**src/rtl/simplez_pkg.sv**
```systemverilog
// Shared definitions for the Simplez bus core: opcodes, FSM state encoding and
// instruction field extraction helpers that work for any DW/AW combination.
package simplez_pkg;

  localparam int MAX_W = 64;

  localparam logic [2:0] OP_ST   = 3'd0;
  localparam logic [2:0] OP_LD   = 3'd1;
  localparam logic [2:0] OP_ADD  = 3'd2;
  localparam logic [2:0] OP_BR   = 3'd3;
  localparam logic [2:0] OP_BZ   = 3'd4;
  localparam logic [2:0] OP_CLR  = 3'd5;
  localparam logic [2:0] OP_DEC  = 3'd6;
  localparam logic [2:0] OP_HALT = 3'd7;

  localparam logic [3:0] OP_HALTE = 4'hE;
  localparam logic [3:0] OP_WAIT  = 4'hF;

  typedef enum logic [2:0] {
    S_IDLE   = 3'd0,
    S_FETCH  = 3'd1,
    S_DECODE = 3'd2,
    S_MEM    = 3'd3,
    S_WAIT   = 3'd4,
    S_HALT   = 3'd5
  } state_t;

  // Callers zero-extend RI to MAX_W and pass their own DW/AW.
  function automatic logic [2:0] get_co(input logic [MAX_W-1:0] ri, input int dw);
    return 3'(ri >> (dw - 3));
  endfunction

  function automatic logic [3:0] get_coe(input logic [MAX_W-1:0] ri, input int dw);
    return 4'(ri >> (dw - 4));
  endfunction

  function automatic logic [MAX_W-1:0] get_cd(input logic [MAX_W-1:0] ri, input int aw);
    return ri & ((MAX_W'(1) << aw) - MAX_W'(1));
  endfunction

endpackage

```
**src/rtl/simplez_wait_timer.sv**
```systemverilog
// Down-counter for the WAIT opcode: load sets WAIT_CYCLES-1, count steps it
// towards zero, done flags the final cycle of the wait.
module simplez_wait_timer
  import simplez_pkg::*;
#(
  parameter int WAIT_CYCLES = 2400000
) (
  input  logic clk,
  input  logic rstn,
  input  logic i_load,
  input  logic i_count,
  output logic o_done
);

  localparam int TW = $clog2(WAIT_CYCLES + 1);
  localparam logic [TW-1:0] LOAD_VAL = TW'(WAIT_CYCLES - 1);
  localparam logic [TW-1:0] ONE_TW   = TW'(1);

  logic [TW-1:0] r_cnt;

  always_ff @(posedge clk) begin
    if (!rstn) begin
      r_cnt <= '0;
    end else if (i_load) begin
      r_cnt <= LOAD_VAL;
    end else if (i_count && (r_cnt != '0)) begin
      r_cnt <= r_cnt - ONE_TW;
    end
  end

  assign o_done = (r_cnt == '0);

endmodule

```
**src/rtl/simplez_bus_cpu.sv**
```systemverilog
// Simplez core with an external req/ack bus; fetch and memory operands go over
// the bus, WAIT uses a local down-counter, stepping is gated in IDLE.
module simplez_bus_cpu
  import simplez_pkg::*;
#(
  parameter int DW          = 12,
  parameter int AW          = 9,
  parameter int WAIT_CYCLES = 2400000,
  parameter int RESET_PC    = 0
) (
  input  logic          clk,
  input  logic          rstn,
  output logic          bus_req,
  output logic          bus_we,
  output logic [AW-1:0] bus_addr,
  output logic [DW-1:0] bus_wdata,
  input  logic [DW-1:0] bus_rdata,
  input  logic          bus_ack,
  input  logic          step_en,
  input  logic          step,
  output logic          halted,
  output logic [DW-1:0] acc,
  output logic          flag_z,
  output logic [2:0]    dbg_state
);

  // Bus handshake: bus_req is held with addr/we/wdata stable until a cycle
  // where bus_req and bus_ack are both high (same-cycle ack allowed); the FSM
  // always passes through a non-requesting state between two transfers, and
  // bus_ack outside a request is never looked at.

  localparam logic [DW-1:0] ONE_DW = DW'(1);
  localparam logic [AW-1:0] ONE_AW = AW'(1);

  state_t        r_state;
  state_t        w_next;
  logic [AW-1:0] r_pc;
  logic [DW-1:0] r_ri;
  logic [DW-1:0] r_acc;
  logic          r_z;
  logic          r_halted;

  logic [MAX_W-1:0] w_ri_ext;
  logic [2:0]       w_co;
  logic [3:0]       w_coe;
  logic [AW-1:0]    w_cd;
  logic [AW-1:0]    w_pc_inc;
  logic [DW-1:0]    w_dec;
  logic [DW-1:0]    w_sum;
  logic [DW-1:0]    w_mem_val;
  logic             w_xfer_done;
  logic             w_tmr_load;
  logic             w_tmr_count;
  logic             w_tmr_done;

  assign w_ri_ext    = MAX_W'(r_ri);
  assign w_co        = get_co(w_ri_ext, DW);
  assign w_coe       = get_coe(w_ri_ext, DW);
  assign w_cd        = AW'(get_cd(w_ri_ext, AW));
  assign w_pc_inc    = r_pc + ONE_AW;
  assign w_dec       = r_acc - ONE_DW;
  assign w_sum       = r_acc + bus_rdata;
  assign w_mem_val   = (w_co == OP_LD) ? bus_rdata : w_sum;
  assign w_xfer_done = bus_req && bus_ack;

  simplez_wait_timer #(
    .WAIT_CYCLES(WAIT_CYCLES)
  ) u_wait_timer (
    .clk    (clk),
    .rstn   (rstn),
    .i_load (w_tmr_load),
    .i_count(w_tmr_count),
    .o_done (w_tmr_done)
  );

  always_ff @(posedge clk) begin
    if (!rstn) begin
      r_state <= S_IDLE;
    end else begin
      r_state <= w_next;
    end
  end

  always_comb begin
    w_next = r_state;
    case (r_state)
      S_IDLE: begin
        if (step_en || step) begin
          w_next = S_FETCH;
        end
      end
      S_FETCH: begin
        if (w_xfer_done) begin
          w_next = S_DECODE;
        end
      end
      S_DECODE: begin
        case (w_co)
          OP_ST, OP_LD, OP_ADD: w_next = S_MEM;
          OP_HALT: begin
            if (w_coe == OP_HALTE) begin
              w_next = S_HALT;
            end else if (w_coe == OP_WAIT) begin
              w_next = S_WAIT;
            end else begin
              w_next = S_IDLE;
            end
          end
          default: w_next = S_IDLE;
        endcase
      end
      S_MEM: begin
        if (w_xfer_done) begin
          w_next = S_IDLE;
        end
      end
      S_WAIT: begin
        if (w_tmr_done) begin
          w_next = S_IDLE;
        end
      end
      S_HALT:  w_next = S_HALT;
      default: w_next = S_IDLE;
    endcase
  end

  always_comb begin
    bus_req     = 1'b0;
    bus_we      = 1'b0;
    bus_addr    = r_pc;
    bus_wdata   = r_acc;
    w_tmr_load  = 1'b0;
    w_tmr_count = 1'b0;
    case (r_state)
      S_FETCH: begin
        bus_req  = 1'b1;
        bus_addr = r_pc;
      end
      S_DECODE: begin
        w_tmr_load = (w_co == OP_HALT) && (w_coe == OP_WAIT);
      end
      S_MEM: begin
        bus_req  = 1'b1;
        bus_we   = (w_co == OP_ST);
        bus_addr = w_cd;
      end
      S_WAIT: begin
        w_tmr_count = 1'b1;
      end
      default: begin
        bus_req = 1'b0;
      end
    endcase
  end

  // Architectural registers; every A write refreshes Z from the new value.
  always_ff @(posedge clk) begin
    if (!rstn) begin
      r_pc     <= AW'(RESET_PC);
      r_ri     <= '0;
      r_acc    <= '0;
      r_z      <= 1'b0;
      r_halted <= 1'b0;
    end else begin
      case (r_state)
        S_FETCH: begin
          if (w_xfer_done) begin
            r_ri <= bus_rdata;
          end
        end
        S_DECODE: begin
          case (w_co)
            OP_BR: r_pc <= w_cd;
            OP_BZ: r_pc <= r_z ? w_cd : w_pc_inc;
            OP_CLR: begin
              r_acc <= '0;
              r_z   <= 1'b1;
              r_pc  <= w_pc_inc;
            end
            OP_DEC: begin
              r_acc <= w_dec;
              r_z   <= (w_dec == '0);
              r_pc  <= w_pc_inc;
            end
            OP_HALT: begin
              if (w_coe == OP_HALTE) begin
                r_halted <= 1'b1;
              end else if (w_coe != OP_WAIT) begin
                r_pc <= w_pc_inc;
              end
            end
            default: begin
              r_pc <= r_pc;
            end
          endcase
        end
        S_MEM: begin
          if (w_xfer_done) begin
            if (w_co != OP_ST) begin
              r_acc <= w_mem_val;
              r_z   <= (w_mem_val == '0);
            end
            r_pc <= w_pc_inc;
          end
        end
        S_WAIT: begin
          if (w_tmr_done) begin
            r_pc <= w_pc_inc;
          end
        end
        default: begin
          r_pc <= r_pc;
        end
      endcase
    end
  end

  assign halted    = r_halted;
  assign acc       = r_acc;
  assign flag_z    = r_z;
  assign dbg_state = r_state;

endmodule

```
**config.mk**
```make
export PLATFORM = sky130hd
export DESIGN_NAME = simplez_bus_cpu
export DESIGN_NICKNAME = d
export VERILOG_FILES = /design/src/rtl/simplez_pkg.sv /design/src/rtl/simplez_wait_timer.sv /design/src/rtl/simplez_bus_cpu.sv
export SDC_FILE = /design/constraint.sdc
export NUM_CORES = 1
export LEC_CHECK = 0
export ABC_CLOCK_PERIOD_IN_PS = 8200
export CAP_MARGIN = 30
export CORE_UTILIZATION = 50
export DETAILED_ROUTE_END_ITERATION = 10
export GPL_ROUTABILITY_DRIVEN = 0
export PLACE_DENSITY = 0.72
export REMOVE_ABC_BUFFERS = 1
export SLEW_MARGIN = 5
export SYNTH_ARGS = -nofsm -noshare
export SYNTH_HDL_FRONTEND = slang
export SYNTH_SLANG_ARGS = --single-unit
```
**constraint.sdc**
```tcl
create_clock -name clk -period 8.2 [get_ports clk]
set_input_delay 1.23 -clock clk [delete_from_list [all_inputs] [get_ports clk]]
set_output_delay 1.23 -clock clk [all_outputs]
set_load 0.01 [all_outputs]
```
==> impl_metrics.tcl <==
set metrics [dict create \
    status "complete, no violations" \
    min_delay_path_depth 2 \
    synth_top_area_cell "dfxtp_1" \
    yosys_warnings 0 \
    synthCells 541 \
    setup-tns-final_ns 0 \
    synth.top_cells.by_area "dfxtp_1 (29%), nand2_1 (7.4%), a21oi_1 (6.7%), nor2_1 (4.8%), ha_1 (4.6%)" \
    power.internal_uw 521 \
    worst_setup_path_end_kind "output pin" \
    cts.clk_slew.worst_paths_ns 0.07 \
    ys_async_sr_fraction_pct 0 \
    period_share_pct 48.7 \
    grt_usage_pct 26.3 \
    die_w_um 92.5 \
    min_path_type "flop to flop" \
    crit_required_ns 6.97 \
    synthToLayoutAreaGrowth_pct 17.8 \
    firstDrtPassIters 5 \
    grt_max_degree 47 \
    start_util_pct 52.4 \
    sw_frac_of_total_pct 26.0 \
    critPathMaxStageDelay_ns 0.59 \
    yosysSeqAreaShare_pct 29.3 \
    cts_setup_buffers 0 \
    yosysMostFrequentCell "nand2_1" \
    fin_nets 602 \
    period_needed_ns 3.99 \
    cts-root-buf "clkbuf_8" \
    cts_buffers 9 \
    holdPathEnd "r_ri[6]$_SDFFE_PN0P_" \
    synth_edf_count 0 \
    vdd_drop_max_mv 0.0935 \
    clkSinkCount 60 \
    antenna_cells 0 \
    seq_power_share_pct 43.7 \
    drt_iter0_drc 297 \
    ys_top_cells_by_count "nand2_1 (81), dfxtp_1 (60), a21oi_1 (55)" \
    wl_mm 10.7 \
    dp_hpwl_mm 7.49 \
    final_core_util_pct 61.8 \
    arrival_ns 2.76 \
    grt_pass1_wl_mm 18.0 \
    path_max_fanout 19 \
    setup_viol 0 \
    cp-start-kind "flop" \
    p_leak_uw 0.00180 \
    path_buf_inv 1 \
    min_from "r_ri[6]$_SDFFE_PN0P_" \
    r2r-start "acc[0]$_SDFFE_PN0P_" \
    max_freq_mhz 251 \
    dp_slack_ns 3.89 \
    syn_avg_cell_area_um2 7.57 \
    clockBufferDepth 2 \
    combPwrFrac_pct 13.2 \
    r2r_cells 9 \
    overflow 0 \
    synth_area_um2 4090 \
    final_cells 675 \
    cts_tree "built" \
    worst_slew_margin_rel_pct 43.1 \
    cts_resized 0 \
    drv_cap 0 \
    die_h_um 92.5 \
    synth_ff_type "dfxtp_1" \
    synth_top_area_share_pct 29.3 \
    ant_nets 0 \
    ys_types 73 \
    crit_type "flop to output pin" \
    power_uw 705 \
    rsz0062_at_grt "false" \
    drc 0 \
    slew_viol_final 0 \
    place.port_buffers 56 \
    coreArea_um2 7810 \
    crit_family "simple AND/OR/NAND/NOR gates" \
    ys_ff_latch 60 \
    hold_viol_final 0 \
    p_switching_uw 183 \
    drive_above_1_share_pct 7.33 \
    clk-insertion-delay-late_ns 0.34 \
    wl_per_cell_um 15.9 \
    path_cells "nor2b_1 > nand2_1 > o21ai_0 > clkdlybuf4s50_1" \
    r2r_setup_slack_ns 5.09 \
    ioPinCount 57 \
    finalClockSkew_ns 0.00891 \
    fin_ws_ns 4.21 \
    vias 4064 \
    grt_pass1_vias 3717 \
    place_inst 660 \
    antenna_found_initial 0 \
    slowest_stage "dfxtp_1" \
    cts_htree_levels 3 \
    setup.worst_path.start "dbg_state[0]$_SDFFE_PN0P_" \
    powerDensity_nw_per_um2 146 \
    worst_slew_pin_slew_ns 0.852 \
    viasPerCell 6.02 \
    dieArea_um2 8550 \
    reg2reg_to "flag_z$_SDFFE_PN0P_" \
    rows 32 \
    clkPwrFrac_pct 43.1 \
    cts_hold_buf 0 \
]
-- layout make-up --
| cell class | instances | area [µm²] |
|---|---|---|
| repair buffers | 60 | 591 |
| flip-flops and latches | 60 | 1200 |
| clock buffers | 11 | 151 |
| fillers | 704 | 2980 |
| well taps | 102 | 128 |
| inverters | 11 | 41.3 |
| multi-input cells | 427 | 2640 |
| clock inverters | 4 | 72.6 |
-- routing by layer --
layer	vias to the layer above	track usage [%]	share of wire, %
li1	1996	-	-
met1	1914	36.4	46
met2	140	40.7	45
met3	14	5.34	7.1
met4	0	8.33	1.7
met5	-	0	0
-- placed cells by master, fill, tap and decap left out, drive strengths merged, types with 4 or more instances in the layout --
| cell type | netlist | routed |
|---|---|---|
| nand2 | 81 | 81 |
| dfxtp | 60 | 60 |
| clkdlybuf4s50 | 0 | 56 |
| a21oi | 55 | 55 |
| nor2 | 52 | 52 |
| o21ai | 31 | 31 |
| xor2 | 16 | 16 |
| xnor2 | 15 | 15 |
| ha | 15 | 15 |
| nor3 | 14 | 14 |
| nand3 | 14 | 14 |
| clkbuf | 25 | 11 |
| inv | 11 | 11 |
| nor4 | 9 | 9 |
| a211oi | 9 | 9 |
| or3 | 9 | 9 |
| nand3b | 8 | 8 |
| nand2b | 6 | 6 |
| nor2b | 5 | 5 |
| o32ai | 5 | 5 |
| o31ai | 5 | 5 |
| or4 | 5 | 5 |
| and2 | 4 | 4 |
| a21o | 4 | 4 |
| mux2i | 4 | 4 |
| buf | 18 | 4 |
-- registers in the layout, indices dropped and copies added (netlist names) --
name and cells:
dbg_state 3, r_ri 12, r_pc 9, halted 1, acc 12, u_wait_timer.r_cnt 22, flag_z 1
-- worst max path at each step --
stage,slack (ns),end,cells past startpoint
finish,4.21,bus_addr[8],4
detailed placement,3.89,flag_z$_SDFFE_PN0P_,10
CTS,4.22,bus_we,4
floorplan,4.65,flag_z$_SDFFE_PN0P_,9
global route,3.98,flag_z$_SDFFE_PN0P_,10
global placement,3.95,flag_z$_SDFFE_PN0P_,10
-- tightest hold or removal path, stage by stage, from the launching register on --
cell	delay, ns
dfxtp_1	0.33
nand2_1	0.06
a21oi_1	0.05
-- cells by family after synthesis --
family | synth area share, %
AO/OA/AOI/OAI | 23.6
XOR/XNOR | 6.63
adder cells (fa/ha/maj) | 5.07
multiplexers | 1.53
AND/OR/NAND/NOR | 27.7
flip-flops | 29.3
buffers and inverters | 6.17
-- power by group through the flow --
stage / Combinational (µW) / Clock [µW] / Sequential (µW)
floorplan: 54.8 / 0 / 312
global placement: 89.9 / 0 / 314
detailed placement: 91.6 / 0 / 314
CTS: 92.2 / 311 / 307
global route: 103 / 321 / 309
finish: 93.3 / 304 / 308
-- through the flow --
| step | area (µm²) | hold slack, ns |
|---|---|---|
| after detailed placement | 4600 | 0.468 |
| after CTS | 4820 | 0.479 |
| after floorplan | 3880 | 0.450 |
| after global routing | 4820 | 0.506 |
| after global placement | 4600 | 0.467 |
| final | 4820 | 0.479 |
Note: power is estimated with default switching activity, not from simulation.
